===== src/rtl/gate_tester_pkg.sv =====
// Shared definitions for the exhaustive gate tester: function codes, FSM states, limits.
package gate_tester_pkg;

    localparam int MAX_INPUTS  = 8;
    localparam int MAX_LATENCY = 7;

    typedef enum int {
        GF_NAND = 0,
        GF_NOR  = 1,
        GF_AND  = 2,
        GF_OR   = 3,
        GF_XOR  = 4
    } gate_func_e;

    typedef enum logic [2:0] {
        TS_IDLE  = 3'd0,
        TS_APPLY = 3'd1,
        TS_WAIT  = 3'd2,
        TS_CHECK = 3'd3,
        TS_DONE  = 3'd4
    } tester_state_e;

    function automatic bit gate_func_legal(input int f);
        return (f >= int'(GF_NAND)) && (f <= int'(GF_XOR));
    endfunction

endpackage


===== src/rtl/gate_exhaustive_tester_if.sv =====
// Handshake and result bundle between the gate tester (master) and its environment (slave).
interface gate_exhaustive_tester_if #(
    parameter int N_INPUTS = 2
);
    logic                start;
    logic                dut_y;
    logic [N_INPUTS-1:0] stim;
    logic                busy;
    logic                done;
    logic                pass;
    logic [N_INPUTS:0]   err_count;
    logic [N_INPUTS-1:0] first_fail_vec;
    logic                first_fail_valid;

    modport master (
        input  start, dut_y,
        output stim, busy, done, pass, err_count, first_fail_vec, first_fail_valid
    );

    modport slave (
        output start, dut_y,
        input  stim, busy, done, pass, err_count, first_fail_vec, first_fail_valid
    );
endinterface


===== src/rtl/gate_ref_model.sv =====
// Combinational reference gate: reduces vec with the selected operator, NAND/NOR inverted.
module gate_ref_model
    import gate_tester_pkg::*;
#(
    parameter int N_INPUTS  = 2,
    parameter int GATE_FUNC = 0
) (
    input  logic [N_INPUTS-1:0] vec,
    output logic                y
);

    if (!gate_func_legal(GATE_FUNC)) begin : g_bad_func
        $error("gate_ref_model: GATE_FUNC must be 0..4");
    end

    // Reduction of the input pattern for the configured function
    always_comb begin
        case (GATE_FUNC)
            int'(GF_NAND): y = ~(&vec);
            int'(GF_NOR):  y = ~(|vec);
            int'(GF_AND):  y = &vec;
            int'(GF_OR):   y = |vec;
            int'(GF_XOR):  y = ^vec;
            default:       y = 1'b0;
        endcase
    end

endmodule


===== src/rtl/gate_exhaustive_tester.sv =====
// Sequencer that sweeps all input patterns through a gate under test and scores its output.
// Optional macro GATE_TESTER_STOP_ON_FAIL_EN ends the run at the first mismatch.
module gate_exhaustive_tester
    import gate_tester_pkg::*;
#(
    parameter int N_INPUTS    = 2,
    parameter int GATE_FUNC   = 0,
    parameter int DUT_LATENCY = 0
) (
    input logic                     clk,
    input logic                     rst,
    gate_exhaustive_tester_if.master bus
);

    if (N_INPUTS < 1 || N_INPUTS > MAX_INPUTS) begin : g_bad_n
        $error("gate_exhaustive_tester: N_INPUTS must be 1..8");
    end
    if (DUT_LATENCY < 0 || DUT_LATENCY > MAX_LATENCY) begin : g_bad_lat
        $error("gate_exhaustive_tester: DUT_LATENCY must be 0..7");
    end

    localparam logic [2:0] ST_IDLE  = TS_IDLE;
    localparam logic [2:0] ST_APPLY = TS_APPLY;
    localparam logic [2:0] ST_WAIT  = TS_WAIT;
    localparam logic [2:0] ST_CHECK = TS_CHECK;
    localparam logic [2:0] ST_DONE  = TS_DONE;

    localparam logic [N_INPUTS-1:0] STIM_ONES = {N_INPUTS{1'b1}};
    localparam logic [N_INPUTS-1:0] STIM_ONE  = N_INPUTS'(1'b1);
    localparam logic [N_INPUTS:0]   ERR_ONE   = (N_INPUTS + 1)'(1'b1);
    localparam int                  LAT_INIT_I = (DUT_LATENCY > 0) ? DUT_LATENCY - 1 : 0;
    localparam logic [2:0]          LAT_INIT   = LAT_INIT_I[2:0];

    logic [2:0]          state_r,   state_s;
    logic [N_INPUTS-1:0] stim_r,    stim_s;
    logic [2:0]          lat_cnt_r, lat_cnt_s;
    logic [N_INPUTS:0]   err_cnt_r, err_cnt_s;
    logic [N_INPUTS-1:0] ffv_r,     ffv_s;
    logic                ffvalid_r, ffvalid_s;
    logic                busy_r,    busy_s;
    logic                done_r,    done_s;
    logic                pass_r,    pass_s;
    logic                expected_s;
    logic                mismatch_s;
    logic                last_s;

    gate_ref_model #(
        .N_INPUTS  (N_INPUTS),
        .GATE_FUNC (GATE_FUNC)
    ) u_ref (
        .vec (stim_r),
        .y   (expected_s)
    );

    assign mismatch_s = (bus.dut_y != expected_s);

    // End-of-run decision for the pattern currently being checked
    always_comb begin
`ifdef GATE_TESTER_STOP_ON_FAIL_EN
        last_s = (stim_r == STIM_ONES) || mismatch_s;
`else
        last_s = (stim_r == STIM_ONES);
`endif
    end

    // Next-state and bookkeeping logic for the sweep
    always_comb begin
        state_s   = state_r;
        stim_s    = stim_r;
        lat_cnt_s = lat_cnt_r;
        err_cnt_s = err_cnt_r;
        ffv_s     = ffv_r;
        ffvalid_s = ffvalid_r;
        busy_s    = busy_r;
        done_s    = done_r;
        pass_s    = pass_r;
        case (state_r)
            ST_IDLE, ST_DONE: begin
                if (bus.start) begin
                    state_s   = ST_APPLY;
                    stim_s    = '0;
                    err_cnt_s = '0;
                    ffv_s     = '0;
                    ffvalid_s = 1'b0;
                    busy_s    = 1'b1;
                    done_s    = 1'b0;
                    pass_s    = 1'b0;
                end else begin
                    state_s = state_r;
                end
            end
            ST_APPLY: begin
                if (DUT_LATENCY > 0) begin
                    state_s   = ST_WAIT;
                    lat_cnt_s = LAT_INIT;
                end else begin
                    state_s = ST_CHECK;
                end
            end
            ST_WAIT: begin
                if (lat_cnt_r == 3'd0) begin
                    state_s = ST_CHECK;
                end else begin
                    lat_cnt_s = lat_cnt_r - 3'd1;
                end
            end
            ST_CHECK: begin
                if (mismatch_s) begin
                    err_cnt_s = err_cnt_r + ERR_ONE;
                    if (!ffvalid_r) begin
                        ffv_s     = stim_r;
                        ffvalid_s = 1'b1;
                    end else begin
                        ffv_s = ffv_r;
                    end
                end else begin
                    err_cnt_s = err_cnt_r;
                end
                // Results become visible together with the fall of busy
                if (last_s) begin
                    state_s = ST_DONE;
                    busy_s  = 1'b0;
                    done_s  = 1'b1;
                    pass_s  = (err_cnt_s == '0);
                end else begin
                    state_s = ST_APPLY;
                    stim_s  = stim_r + STIM_ONE;
                end
            end
            default: begin
                state_s = ST_IDLE;
                busy_s  = 1'b0;
                done_s  = 1'b0;
                pass_s  = 1'b0;
            end
        endcase
    end

    // State and output registers with synchronous reset
    always_ff @(posedge clk) begin
        if (rst) begin
            state_r   <= ST_IDLE;
            stim_r    <= '0;
            lat_cnt_r <= 3'd0;
            err_cnt_r <= '0;
            ffv_r     <= '0;
            ffvalid_r <= 1'b0;
            busy_r    <= 1'b0;
            done_r    <= 1'b0;
            pass_r    <= 1'b0;
        end else begin
            state_r   <= state_s;
            stim_r    <= stim_s;
            lat_cnt_r <= lat_cnt_s;
            err_cnt_r <= err_cnt_s;
            ffv_r     <= ffv_s;
            ffvalid_r <= ffvalid_s;
            busy_r    <= busy_s;
            done_r    <= done_s;
            pass_r    <= pass_s;
        end
    end

    assign bus.stim             = stim_r;
    assign bus.busy             = busy_r;
    assign bus.done             = done_r;
    assign bus.pass             = pass_r;
    assign bus.err_count        = err_cnt_r;
    assign bus.first_fail_vec   = ffv_r;
    assign bus.first_fail_valid = ffvalid_r;

endmodule


===== src/flat_wrapper.sv =====
// flat-port wrapper written by rule: the top's interface ports become plain ports
module gate_exhaustive_tester_flat import gate_tester_pkg::*;
#(
    parameter int N_INPUTS    = 2,
    parameter int GATE_FUNC   = 0,
    parameter int DUT_LATENCY = 0
)
  (clk, rst, bus_start, bus_dut_y, bus_stim, bus_busy, bus_done, bus_pass, bus_err_count, bus_first_fail_vec, bus_first_fail_valid);
  gate_exhaustive_tester_if #(.N_INPUTS(N_INPUTS)) bus_i ();
  input logic clk;
  input logic rst;
  input wire logic [$bits(bus_i.start)-1:0] bus_start;
  input wire logic [$bits(bus_i.dut_y)-1:0] bus_dut_y;
  output wire logic [$bits(bus_i.stim)-1:0] bus_stim;
  output wire logic [$bits(bus_i.busy)-1:0] bus_busy;
  output wire logic [$bits(bus_i.done)-1:0] bus_done;
  output wire logic [$bits(bus_i.pass)-1:0] bus_pass;
  output wire logic [$bits(bus_i.err_count)-1:0] bus_err_count;
  output wire logic [$bits(bus_i.first_fail_vec)-1:0] bus_first_fail_vec;
  output wire logic [$bits(bus_i.first_fail_valid)-1:0] bus_first_fail_valid;
  assign bus_i.start = bus_start;
  assign bus_i.dut_y = bus_dut_y;
  assign bus_stim = bus_i.stim;
  assign bus_busy = bus_i.busy;
  assign bus_done = bus_i.done;
  assign bus_pass = bus_i.pass;
  assign bus_err_count = bus_i.err_count;
  assign bus_first_fail_vec = bus_i.first_fail_vec;
  assign bus_first_fail_valid = bus_i.first_fail_valid;
  gate_exhaustive_tester #(.N_INPUTS(N_INPUTS), .GATE_FUNC(GATE_FUNC), .DUT_LATENCY(DUT_LATENCY)) u_core (.clk(clk), .rst(rst), .bus(bus_i));
endmodule

===== config.mk =====
export PLATFORM = sky130hd
export DESIGN_NAME = gate_exhaustive_tester_flat
export DESIGN_NICKNAME = d
export VERILOG_FILES = /design/src/rtl/gate_tester_pkg.sv /design/src/rtl/gate_exhaustive_tester_if.sv /design/src/rtl/gate_ref_model.sv /design/src/rtl/gate_exhaustive_tester.sv /design/src/flat_wrapper.sv
export SDC_FILE = /design/constraint.sdc
export NUM_CORES = 1
export LEC_CHECK = 0
export BUFFER_PORTS_ARGS = -buffer_cell sky130_fd_sc_hd__buf_4
export CAP_MARGIN = 20
export CELL_PAD_IN_SITES_DETAIL_PLACEMENT = 1
export CELL_PAD_IN_SITES_GLOBAL_PLACEMENT = 2
export CORE_ASPECT_RATIO = 1.1
export CORE_MARGIN = 1
export CORE_UTILIZATION = 29
export CTS_CLUSTER_DIAMETER = 120
export DETAILED_ROUTE_END_ITERATION = 8
export PLACE_DENSITY = 0.78
export SLEW_MARGIN = 25
export SYNTH_ARGS = -nofsm -noshare
export SYNTH_HDL_FRONTEND = slang
export SYNTH_SLANG_ARGS = --single-unit

===== constraint.sdc =====
create_clock -name clk -period 1.6 [get_ports clk]
set_clock_uncertainty 0.1 [all_clocks]
set_input_delay 0.32 -clock clk [delete_from_list [all_inputs] [get_ports clk]]
set_output_delay 0.32 -clock clk [all_outputs]
set_load 0.01 [all_outputs]

== Yosys cells after proc, flatten, opt, wreduce, memory -nomap -nowiden ==
Cells that the tools add are included.

* $mul: 0
* Div/mod/pow operators: 0
* Equality and inequality tests: 12
* Add/subtract/negate cells: 3
* Bitwise operators: 3
* $lt $le $gt $ge: 0
* Mux-type cells: 24
* Reductions and logical operators: 14
* Shift-type cells: 0

{| class="wikitable"
|+ Operator list
! kind !! number
|-
| 3-bit two-way mux || 6
|-
| 3-bit case mux with 4 select lines || 1
|-
| 3-bit logical NOT || 3
|-
| 1-bit case mux with 3 select lines || 3
|-
| 3-bit AND reduction || 3
|-
| 2-bit two-way mux || 4
|-
| 2-bit case mux with 2 select lines || 2
|-
| 2-bit AND reduction || 4
|-
| 3-bit by 2-bit == test with 1-bit output (second input constant) || 2
|-
| 1-bit two-way mux || 6
|-
| 2-bit by 1-bit inequality test with 1-bit output (second input constant) || 3
|-
| 2-bit inequality test (second input constant) || 3
|-
| 3-bit case mux with 2 select lines || 1
|-
| 4-bit AND reduction || 1
|-
| 2-bit OR reduction || 2
|-
| 3-bit by 1-bit adder with 3-bit output (second input constant) || 1
|-
| 3-bit by 1-bit == test with 1-bit output (second input constant) || 1
|-
| 3-bit == test (second input constant) || 1
|-
| 1-bit inverter || 3
|-
| 3-bit by 1-bit subtractor with 3-bit output (second input constant) || 1
|-
| 2-bit by 1-bit adder with 2-bit output (second input constant) || 1
|-
| 2-bit == test (second input constant) || 1
|-
| 1-bit case mux with 2 select lines || 1
|-
| 2-bit nonzero test || 1
|-
| 1-bit inequality test || 1
|}

* Memories: 0
* Input bits: 4
* Word-level logic and storage cells: 65
* ROM bits: 0
* RAM bits: 0
* Register bits after elaboration: 17
* Output and inout port bits: 11
* Bits in latches: 0

== Depth between registers and ports, before layout ==
Gate-level depths: netlist (run 1).

* Depth after elaboration: 8
* Depth in mapped cells: 6
* Mapped depth without buffers: 6

== Hierarchy ==
Synthesis (run 1) repeated with hierarchy kept, for this count alone.

* Cells, all modules: 94
* Area, all modules: 855.8 um^2

{| class="wikitable"
|+ Modules (own cells, without submodules)
! module !! instances !! area an instance (um^2) !! cells an instance !! seq. area each (um^2)
|-
| gate_exhaustive_tester || 1 || 852.1 || 93 || 340.3
|-
| gate_ref_model || 1 || 3.8 || 1 || 0.0
|}

== Worst setup path after synthesis (run 1) ==
No wires, ideal clock.

* Kind: reg2reg
* Start: register u_core.stim_r[0] (netlist: u_core.bus.stim[0])
* End: register u_core.err_cnt_r[0] (netlist: u_core.bus.err_count[0])
* Path buffers: 0
* Period minus slack after synthesis: 1659 ps
* Cell stages (with the launch flop): 6
* Data arrival time: 1496 ps
* Setup time: 63 ps
* Slack: -59 ps
* Data required time: 1437 ps
* Cells stage by stage: dfxtp_1 -> ha_1 -> xnor2_2 -> and2_4 -> mux2_4 -> nor2_2

* Word-level cells in the longest chain between the ends: 6

{| class="wikitable"
|+ Ends and longest elaborated chain
! element !! line !! text
|-
| from (decl) || gate_exhaustive_tester.sv:35 || <nowiki>logic [N_INPUTS-1:0] stim_r, stim_s;</nowiki>
|-
| from (signal assigned) || gate_exhaustive_tester.sv:153 || <nowiki>stim_r <= stim_s;</nowiki>
|-
| 2-bit AND reduction || gate_ref_model.sv:19 || <nowiki>int'(GF_NAND): y = ~(&vec);</nowiki>
|-
| 1-bit inverter || gate_ref_model.sv:19 ||
|-
| 1-bit inequality test || gate_exhaustive_tester.sv:55 || <nowiki>assign mismatch_s = (bus.dut_y != expected_s);</nowiki>
|-
| 3-bit two-way mux || gate_exhaustive_tester.sv:108 || <nowiki>if (mismatch_s) begin</nowiki>
|-
| 3-bit two-way mux || gate_exhaustive_tester.sv:77 || <nowiki>case (state_r)</nowiki>
|-
| 3-bit case mux with 2 select lines || gate_exhaustive_tester.sv:77 ||
|-
| to (signal assigned) || gate_exhaustive_tester.sv:155 || <nowiki>err_cnt_r <= err_cnt_s;</nowiki>
|-
| to (decl) || gate_exhaustive_tester.sv:37 || <nowiki>logic [N_INPUTS:0] err_cnt_r, err_cnt_s;</nowiki>
|}

No other way between the ends. The select of a mux whose other input is x is not followed.
A chain may end at the register's enable or synchronous reset.

== Worst setup path after layout (run 1) ==
* Start: register u_core.lat_cnt_r[1]
* End: register u_core.lat_cnt_r[0]

* Word-level cells in the longest chain between the ends: 3

{| class="wikitable"
|+ Ends and longest elaborated chain
! element !! line !! text
|-
| from (decl) || gate_exhaustive_tester.sv:36 || <nowiki>logic [2:0] lat_cnt_r, lat_cnt_s;</nowiki>
|-
| from (signal assigned) || gate_exhaustive_tester.sv:154 || <nowiki>lat_cnt_r <= lat_cnt_s;</nowiki>
|-
| 3-bit logical NOT || gate_exhaustive_tester.sv:101 || <nowiki>if (lat_cnt_r == 3'd0) begin</nowiki>
|-
| 1-bit inverter (no line) || n/a ||
|-
| 2-bit AND reduction (no line) || n/a ||
|}

No other way between the ends.

==> results of run 1 <==
## layer usage
layer,up-vias,part of all wire (%)
li1,363,-
met1,338,46
met2,10,49
met3,4,2.9
met4,0,2.0
met5,-,0
## layout make-up
| type | count | area, µm² |
|---|---|---|
| tap | 33 | 41.3 |
| clock inverter | 1 | 5.00 |
| inverter | 4 | 15.0 |
| timing repair buffer | 26 | 195 |
| sequential | 17 | 344 |
| clock buffer | 3 | 22.5 |
| fill | 337 | 1610 |
| multi-input combinational | 62 | 515 |
## through the flow
step	setup slack, ns	cell area (µm²)
4_1_cts	0.00270	1080
6_report	0.0682	1140
5_1_grt	-0.0192	1140
2_1_floorplan	0.0229	843
3_5_place_dp	-0.0665	1040
3_3_place_gp	0.0593	1040
## Yosys cell counts (2+ instances only)
cell type	n	share of area [%]
a211oi_1	2	1.8
a21oi_1	5	3.0
a31oi_1	2	1.5
clkbuf_1	2	0.89
dfxtp_1	17	40
ha_1	4	6.0
inv_1	4	1.8
mux2_4	2	3.6
nand2_1	5	2.2
nand3_1	6	3.6
nor2_1	7	3.1
nor2_2	2	1.5
nor3_1	6	3.6
o21ai_0	3	1.8
xnor2_1	3	3.1
## kinds of logic (layout without fill, tap and decap cells)
| logic type | Yosys count | in the layout | share of synthesized area [%] |
|---|---|---|---|
| AO/OA/AOI/OAI | 17 | 17 | 13.8 |
| multiplexers | 2 | 2 | 3.57 |
| XOR/XNOR | 4 | 4 | 5.06 |
| buffers and inverters | 8 | 34 | 4.91 |
| flip-flops | 17 | 17 | 40.5 |
| AND/OR/NAND/NOR | 35 | 35 | 26.2 |
| adder cells (fa/ha/maj) | 4 | 4 | 5.95 |
## critical path: stages, from the launching register on
cell     delay, ns
dfxtp_2       0.35
inv_2         0.05
ha_4          0.15
ha_4          0.15
nor4b_4       0.26
buf_4         0.19
xnor2_2       0.11
nor2_1        0.06
## worst paths after layout
path,endpoint,startpoint,cells after the start
max,u_core.lat_cnt_r[0]$_SDFFE_PP0P_,u_core.lat_cnt_r[1]$_SDFFE_PP0P_,7
min reg2reg,u_core.bus.busy$_SDFFE_PP0P_,u_core.bus.busy$_SDFFE_PP0P_,1
max reg2reg,u_core.lat_cnt_r[0]$_SDFFE_PP0P_,u_core.lat_cnt_r[1]$_SDFFE_PP0P_,7
min,u_core.bus.err_count[1]$_SDFFE_PP0P_,rst,2
## timing repair
action	CTS	global route
setup endpoints to repair	4	7
hold buffers	0	0
setup buffers	1	1
pin swaps	2	5
resized for setup	3	9
## where the power goes
part	switching [µW]	internal [µW]
logic	58.1	60.5
registers	21.8	437
clock network	146	93.1
## registers in the layout, summed over array words and instances, names as in the netlist
name                         count
u_core.bus.stim                  2
u_core.bus.busy                  1
u_core.bus.err_count             3
u_core.state_r                   3
u_core.bus.first_fail_valid      1
u_core.bus.done                  1
u_core.bus.first_fail_vec        2
u_core.lat_cnt_r                 3
u_core.bus.pass                  1
==> impl_metrics.tcl, run 1 <==
set metrics [dict create \
    hold_class "input port to flop" \
    p_leak_uw 0.000447 \
    fin_crit_sh_pct 95.7 \
    cts_buffer_depth 2 \
    first_iter_violations 7 \
    dp_hpwl_mm 1.38 \
    via_per_inst 4.90 \
    slew_viol_final 0 \
    crit_path_end_kind "flop" \
    synth_area_um2 841 \
    dieHeight_um 58.5 \
    fin_cells 146 \
    min_period_ns 1.53 \
    grt.met2_usage_pct 22.0 \
    grt_max_degree 17 \
    drt_first_pass_iters 4 \
    dieArea_um2 3120 \
    h-tree-depth 1 \
    synth_top_flop_cell "dfxtp_1" \
    async_flop_share_pct 0 \
    ant_nets 0 \
    ir_worst_vdd_v 0.000414 \
    startpoint_type "flop" \
    synth-edff-count 0 \
    tns_ns 0 \
    busiest_layer "met2" \
    finalHoldViolCount 0 \
    yosysWarnings 0 \
    path_clk_slew_ns 0.11 \
    area_growth_pct 35.4 \
    dpl.cell_count 140 \
    fmax_mhz 653 \
    grtUsageMet1_pct 15.1 \
    clock_sinks 17 \
    final_core_util_pct 41.4 \
    cts_tree "yes" \
    grt_first_pass_wirelength_mm 2.90 \
    cts_buffers 3 \
    wirelength_mm 1.89 \
    rows 20 \
    worstPathMaxFanout 4 \
    ctsRootBufferMaster "clkbuf_4" \
    grtUsageMet3_pct 2.33 \
    io_buffer_count 14 \
    whs_ns 0.219 \
    initial_utilization_pct 30.5 \
    die_w_um 53.3 \
    drv_cap 0 \
    grt_antenna_before_repair 0 \
    rsz0062_at_grt "true" \
    synthCells 87 \
    core_area_um2 2750 \
    avgSynthCellArea_um2 9.66 \
    synth_seq_cells 17 \
    gp_congestion 0.702 \
    grtUsageTotal_pct 12.8 \
    pin_count 15 \
    setup_viol 0 \
    required_ns 1.70 \
    worst_slew_pin_slew_ns 0.322 \
    crit_type "flop to flop" \
    vias 715 \
    ys_types 32 \
    synth-seq-area-share_pct 40.5 \
    drc 0 \
    grt_remaining_overflow 0 \
    powerDensity_nw_per_um2 717 \
    cp_data_arrival_time_ns 1.63 \
    diodes 0 \
    wl_per_cell_um 13.0 \
    fin_nets 122 \
    synthesis.nets 95 \
    drive_above_1_share_pct 45.1 \
    p_total_uw 816 \
    final_cell_mix "26 x buf_4, 14 x dfxtp_1, 7 x nor2_1" \
    layout_commonest_cell "buf_4" \
    status "completed" \
    first_global_vias 693 \
    slew_headroom_pct 78.3 \
    insertion_delay_ns 0.30 \
    r2r_slack_ns 0.07 \
]
Power figures use the tool's default switching activity.
==> run 2, diff against run 1 <==
--- a/config.mk
+++ b/config.mk
@@ -15,6 +15,7 @@
 export CTS_CLUSTER_DIAMETER = 120
 export DETAILED_ROUTE_END_ITERATION = 8
 export PLACE_DENSITY = 0.78
+export SETUP_SLACK_MARGIN = 0.5
 export SLEW_MARGIN = 25
 export SYNTH_ARGS = -nofsm -noshare
 export SYNTH_HDL_FRONTEND = slang
==> impl_metrics.tcl, run 2 (synthesized netlist as in run 1, its figures left out) <==
set metrics [dict create \
    status "completed" \
    worstPathMaxFanout 4 \
    insertion_delay_ns 0.30 \
    path_cells "ha_4 > xnor2_4 > and2_4 > mux2_4 > nor2_2" \
    final_cell_mix "24 x buf_4, 12 x buf_6, 10 x dfxtp_2" \
    die_w_um 53.3 \
    fin_nets 132 \
    dpl.cell_count 135 \
    drive_above_1_share_pct 67.5 \
    cts_buffer_depth 2 \
    cp_data_arrival_time_ns 1.62 \
    rsz0062_at_grt "true" \
    whs_ns 0.227 \
    switchingPower_uw 246 \
    path_depth 5 \
    dieHeight_um 58.5 \
    slew_viol_final 0 \
    cp_num_buf_inv 0 \
    area_growth_pct 61.6 \
    dp_hpwl_mm 1.39 \
    layout_commonest_cell "buf_4" \
    gp_congestion 0.686 \
    diodes 0 \
    via_per_inst 4.95 \
    fmax_mhz 674 \
    drc 0 \
    crit_type "flop to flop" \
    path_delay_family "flip-flops" \
    rr_worst_depth 5 \
    worst_slew_pin_slew_ns 0.296 \
    grt_max_degree 17 \
    power.share.sequential_pct 52.9 \
    drv_cap 0 \
    ir_worst_vdd_v 0.000401 \
    comb_power_share_pct 19.3 \
    ctsRootBufferMaster "clkbuf_4" \
    h-tree-depth 1 \
    cts_buffers 3 \
    path_clk_slew_ns 0.10 \
    switching_share_pct 28.3 \
    clock_sinks 17 \
    io_buffer_count 14 \
    dieArea_um2 3120 \
    wl_per_cell_um 13.7 \
    crit_path_end_kind "flop" \
    grt_first_pass_wirelength_mm 3.55 \
    startpoint_type "flop" \
    max_stage_delay_ns 0.38 \
    cts_tree "yes" \
    fin_crit_sh_pct 92.7 \
    powerDensity_nw_per_um2 640 \
    hold_class "input port to flop" \
    vias 772 \
    ant_nets 0 \
    required_ns 1.74 \
    finalHoldViolCount 0 \
    first_iter_violations 5 \
    slew_headroom_pct 80.1 \
    grt_antenna_before_repair 0 \
    intPower_uw 624 \
    setup_viol 0 \
    first_global_vias 780 \
    grtUsageTotal_pct 15.9 \
    drt_first_pass_iters 2 \
    min_path_cells 4 \
    rows 20 \
    fin_cells 156 \
    core_area_um2 2750 \
    cp_slowest_cell "dfxtp_4" \
    hold_buffers 0 \
    min_period_ns 1.48 \
    initial_utilization_pct 30.5 \
    p_clk_share_pct 27.8 \
    pin_count 15 \
    p_leak_uw 0.000539 \
    wirelength_mm 2.14 \
    grt_remaining_overflow 0 \
]
==> run 2: cell types whose count changed in the layout (fill, tap and decap cells not counted), sizes merged <==
cell,delta
buf,+10
clkbuf,+1
clkinv,-1
==> run 2: worst min-delay path, stage by stage <==
cell and delay [ns]:
buf_4 0.09, nor3_1 0.06, nand2_1 0.06, a21oi_1 0.05
==> run 2: repair_timing <==
item / CTS / global route
buffers inserted: 12 / 5
setup endpoints to repair: 27 / 28
pin swaps: 8 / 13
resized for setup: 24 / 16
==> run 2: final timing paths <==
path / startpoint / to / slack [ns]
max: u_core.bus.stim[1]$_SDFFE_PP0P_ / u_core.bus.err_count[1]$_SDFFE_PP0P_ / 0.12
min: bus_start / u_core.state_r[2]$_SDFFE_PP0P_ / 0.23
max reg2reg: u_core.bus.stim[1]$_SDFFE_PP0P_ / u_core.bus.err_count[1]$_SDFFE_PP0P_ / 0.12
min reg2reg: u_core.bus.first_fail_vec[1]$_SDFFE_PP0P_ / u_core.bus.first_fail_vec[1]$_SDFFE_PP0P_ / 0.37
==> run 2: metal layers <==
layer  GRT usage, %  share of wire [%]
met2           25.7                 51
met1           20.5                 44
met4           6.77                1.2
met5              0                  0
met3           2.58                3.3
==> run 2: layout make-up <==
class | instances | area [µm²]
repair buffers | 36 | 315
inverters | 4 | 15.0
flip-flops and latches | 17 | 368
multi-input cells | 62 | 593
clock buffers | 4 | 26.3
well taps | 33 | 41.3
fillers | 319 | 1390
==> run 2: power by group through the flow <==
stage / registers (µW) / clock network [µW] / logic, µW
global route: 464 / 278 / 182
CTS: 462 / 261 / 155
detailed placement: 468 / 0 / 124
finish: 460 / 242 / 168
global placement: 467 / 0 / 121
floorplan: 458 / 0 / 93.3
==> run 2: metrics by stage <==
stage	utilization, %	worst slack [ns]	instance area [µm²]	TNS [ns]	total power, µW
floorplan	-	0.120	916	0	551
global placement	38.8	0.0483	1070	0	588
detailed placement	38.8	-0.00587	1070	-0.00587	592
CTS	45.8	0.0833	1260	0	878
global route	49.4	0.0323	1360	0	924
finish	49.4	0.116	1360	0	870
==> run 3, diff against run 2 <==
--- a/config.mk
+++ b/config.mk
@@ -5,13 +5,14 @@
 export SDC_FILE = /design/constraint.sdc
 export NUM_CORES = 1
 export LEC_CHECK = 0
+export ABC_AREA = 1
 export BUFFER_PORTS_ARGS = -buffer_cell sky130_fd_sc_hd__buf_4
 export CAP_MARGIN = 20
 export CELL_PAD_IN_SITES_DETAIL_PLACEMENT = 1
 export CELL_PAD_IN_SITES_GLOBAL_PLACEMENT = 2
 export CORE_ASPECT_RATIO = 1.1
 export CORE_MARGIN = 1
-export CORE_UTILIZATION = 29
+export CORE_UTILIZATION = 26
 export CTS_CLUSTER_DIAMETER = 120
 export DETAILED_ROUTE_END_ITERATION = 8
 export PLACE_DENSITY = 0.78
==> impl_metrics.tcl, run 3 <==
set metrics [dict create \
    finalHoldViolCount 0 \
    synth_top_flop_cell "dfxtp_1" \
    clock_sinks 17 \
    drt_first_pass_iters 5 \
    rsz0062_at_grt "true" \
    p_total_uw 1030 \
    dp_hpwl_mm 1.66 \
    synth_most_common_cell "nand2_1" \
    design_area_um2 1430 \
    path_delay_family "simple AND/OR/NAND/NOR gates" \
    hold_start "rst" \
    initial_utilization_pct 28.1 \
    synth-seq-area-share_pct 38.8 \
    area_growth_pct 63.1 \
    slew_headroom_pct 85.9 \
    dieArea_um2 3610 \
    tns_ns 0 \
    grt_antenna_before_repair 0 \
    cp_data_arrival_time_ns 1.48 \
    via_per_inst 4.65 \
    grt_remaining_overflow 0 \
    grt_first_pass_wirelength_mm 3.97 \
    gp_congestion 0.740 \
    startpoint_type "flop" \
    crit_path_end_kind "flop" \
    avgSynthCellArea_um2 7.07 \
    regToRegStartpoint "u_core.bus.stim[1]$_SDFFE_PP0P_" \
    slew_viol_final 0 \
    synth_top_area_share_pct 38.8 \
    r2r-end "u_core.bus.first_fail_vec[0]$_SDFFE_PP0P_" \
    hold-path-endpoint "u_core.bus.first_fail_vec[0]$_SDFFE_PP0P_" \
    drive_above_1_share_pct 61.6 \
    yosysWarnings 0 \
    synth_compound_area_share_pct 10.8 \
    die_w_um 57.4 \
    synth-simple-area-share_pct 34.4 \
    placed_cell_area_um2 1070 \
    path_clk_slew_ns 0.11 \
    diodes 0 \
    min_period_ns 1.37 \
    synth_mux_area_share_pct 0 \
    synth_top_cell_by_area "dfxtp_1" \
    wirelength_mm 2.65 \
    hold_class "input port to flop" \
    worst_slew_pin_slew_ns 0.212 \
    insertion_delay_ns 0.30 \
    min_path_cells 2 \
    core_area_um2 3130 \
    ys_types 18 \
    fin_crit_sh_pct 85.8 \
    setup_ws_ns 0.227 \
    rr_worst_depth 9 \
    first_iter_violations 12 \
    cp_num_buf_inv 1 \
    setup_viol 0 \
    powerDensity_nw_per_um2 723 \
    dieHeight_um 62.9 \
    dp_slack_ns 0.216 \
    grt_max_degree 13 \
    synthTopCellsByArea "dfxtp_1 39%, nand2_1 12%, inv_1 9.0%" \
    synthTopCellsByCount "27 x nand2_1, 21 x inv_1, 17 x dfxtp_1, 12 x nand3_1, 11 x a21oi_1" \
    required_ns 1.70 \
    ant_nets 0 \
    synth_area_um2 877 \
    cts_buffers 3 \
    fmax_mhz 729 \
    max_stage_delay_ns 0.38 \
    cts_buffer_depth 2 \
    synth_xor_area_share_pct 0 \
    cp_slowest_cell "dfxtp_4" \
    async_flop_share_pct 0 \
    grtUsageTotal_pct 14.2 \
    status "finished with violations" \
    fillCellCount 373 \
    synthAdderAreaFrac_pct 5.71 \
    crit_type "flop to flop" \
    violations "DRC" \
    first_global_vias 894 \
    wl_per_cell_um 13.7 \
    cts_tree "yes" \
    h-tree-depth 1 \
    final_core_util_pct 45.7 \
    synth_top_family_by_area "simple AND/OR/NAND/NOR gates" \
    pin_count 15 \
    synth-edff-count 0 \
    worstPathMaxFanout 4 \
    rows 21 \
    drv_cap 0 \
    io_buffer_count 14 \
    ir_worst_vdd_v 0.000457 \
    synthCells 124 \
    layout_commonest_cell "nand2_1" \
    r2r_slack_ns 0.23 \
    synthesis.nets 132 \
    ctsRootBufferMaster "clkbuf_4" \
    drc 3 \
    path_cells "ha_4 > nand2_2 > nand2_4 > o21ai_2 > inv_2 > nand2_2 > nand2_1 > nand2_1 > nor2_2" \
    final_cell_mix "23 x nand2_1, 19 x buf_4, 13 x buf_6" \
    vias 898 \
    p_leak_uw 0.000605 \
    fin_nets 168 \
    synth_seq_cells 17 \
]
run 3: changes by cell type in the layout (fill, tap and decap cells not counted), moves of 3 or more:
cell / before / now
nand2_1: 3 / 23
inv_1: 2 / 12
nand2_2: 1 / 7
nand3_2: 1 / 7
a21oi_1: 5 / 10
buf_4: 24 / 19
inv_2: 2 / 7
nor3_1: 5 / 0
inv_4: 0 / 3
nand2_4: 1 / 4
run 3: where the power goes:
| group | leakage, µW | switching [µW] | internal, µW |
|---|---|---|---|
| Clock | 0.0000177 | 155 | 93.2 |
| Sequential | 0.000147 | 31.6 | 454 |
| Combinational | 0.000441 | 172 | 128 |
run 3: layout make-up:
cell class              count  area, µm²  share of cell area (%)
multi-input cells          83        601                    42.0
repair buffers             32        289                    20.2
clock buffers               3       22.5                    1.57
clock inverters             1       5.00                   0.350
flip-flops and latches     17        373                    26.1
well taps                  34       42.5                    2.97
inverters                  23       97.6                    6.82
run 3: per-layer routing:
metal,global-route usage (%),vias to the layer above,share of wire [%]
li1,-,463,-
met4,2.74,0,0.87
met3,3.93,2,2.2
met5,0,-,0
met2,26.0,11,56
met1,16.0,422,41
run 3: through the flow:
stage | hold slack [ns] | cells
after CTS | 0.185 | 186
after global placement | 0.346 | 171
after floorplan | 0.335 | 124
after global routing | 0.189 | 193
after detailed placement | 0.359 | 171
final | 0.182 | 193
run 3: how the worst max path moves through the flow:
stage                                startpoint  cells after the start  slack, ns                                   endpoint
2_1_floorplan   u_core.bus.stim[1]$_SDFFE_PP0P_                     10       0.33  u_core.bus.first_fail_vec[0]$_SDFFE_PP0P_
3_3_place_gp    u_core.bus.stim[1]$_SDFFE_PP0P_                     10       0.26  u_core.bus.first_fail_vec[0]$_SDFFE_PP0P_
3_5_place_dp   u_core.lat_cnt_r[1]$_SDFFE_PP0P_                      8       0.22           u_core.lat_cnt_r[2]$_SDFFE_PP0P_
4_1_cts        u_core.lat_cnt_r[1]$_SDFFE_PP0P_                      8       0.22           u_core.lat_cnt_r[2]$_SDFFE_PP0P_
5_1_grt         u_core.bus.stim[0]$_SDFFE_PP0P_                     10       0.16  u_core.bus.first_fail_vec[0]$_SDFFE_PP0P_
6_report        u_core.bus.stim[1]$_SDFFE_PP0P_                      9       0.23  u_core.bus.first_fail_vec[0]$_SDFFE_PP0P_
run 3: kinds of logic (layout without fill, tap and decap cells):
group | count (synthesis) | in the layout
buffers and inverters | 24 | 59
AND/OR/NAND/NOR | 61 | 61
adder cells (fa/ha/maj) | 4 | 4
AO/OA/AOI/OAI | 18 | 18
flip-flops | 17 | 17
run 3: repair_timing:
action / CTS / global route
hold buffers: 0 / 0
gates resized for setup: 49 / 10
pin swaps: 8 / 5
setup buffers: 11 / 7
setup endpoints to repair: 27 / 27
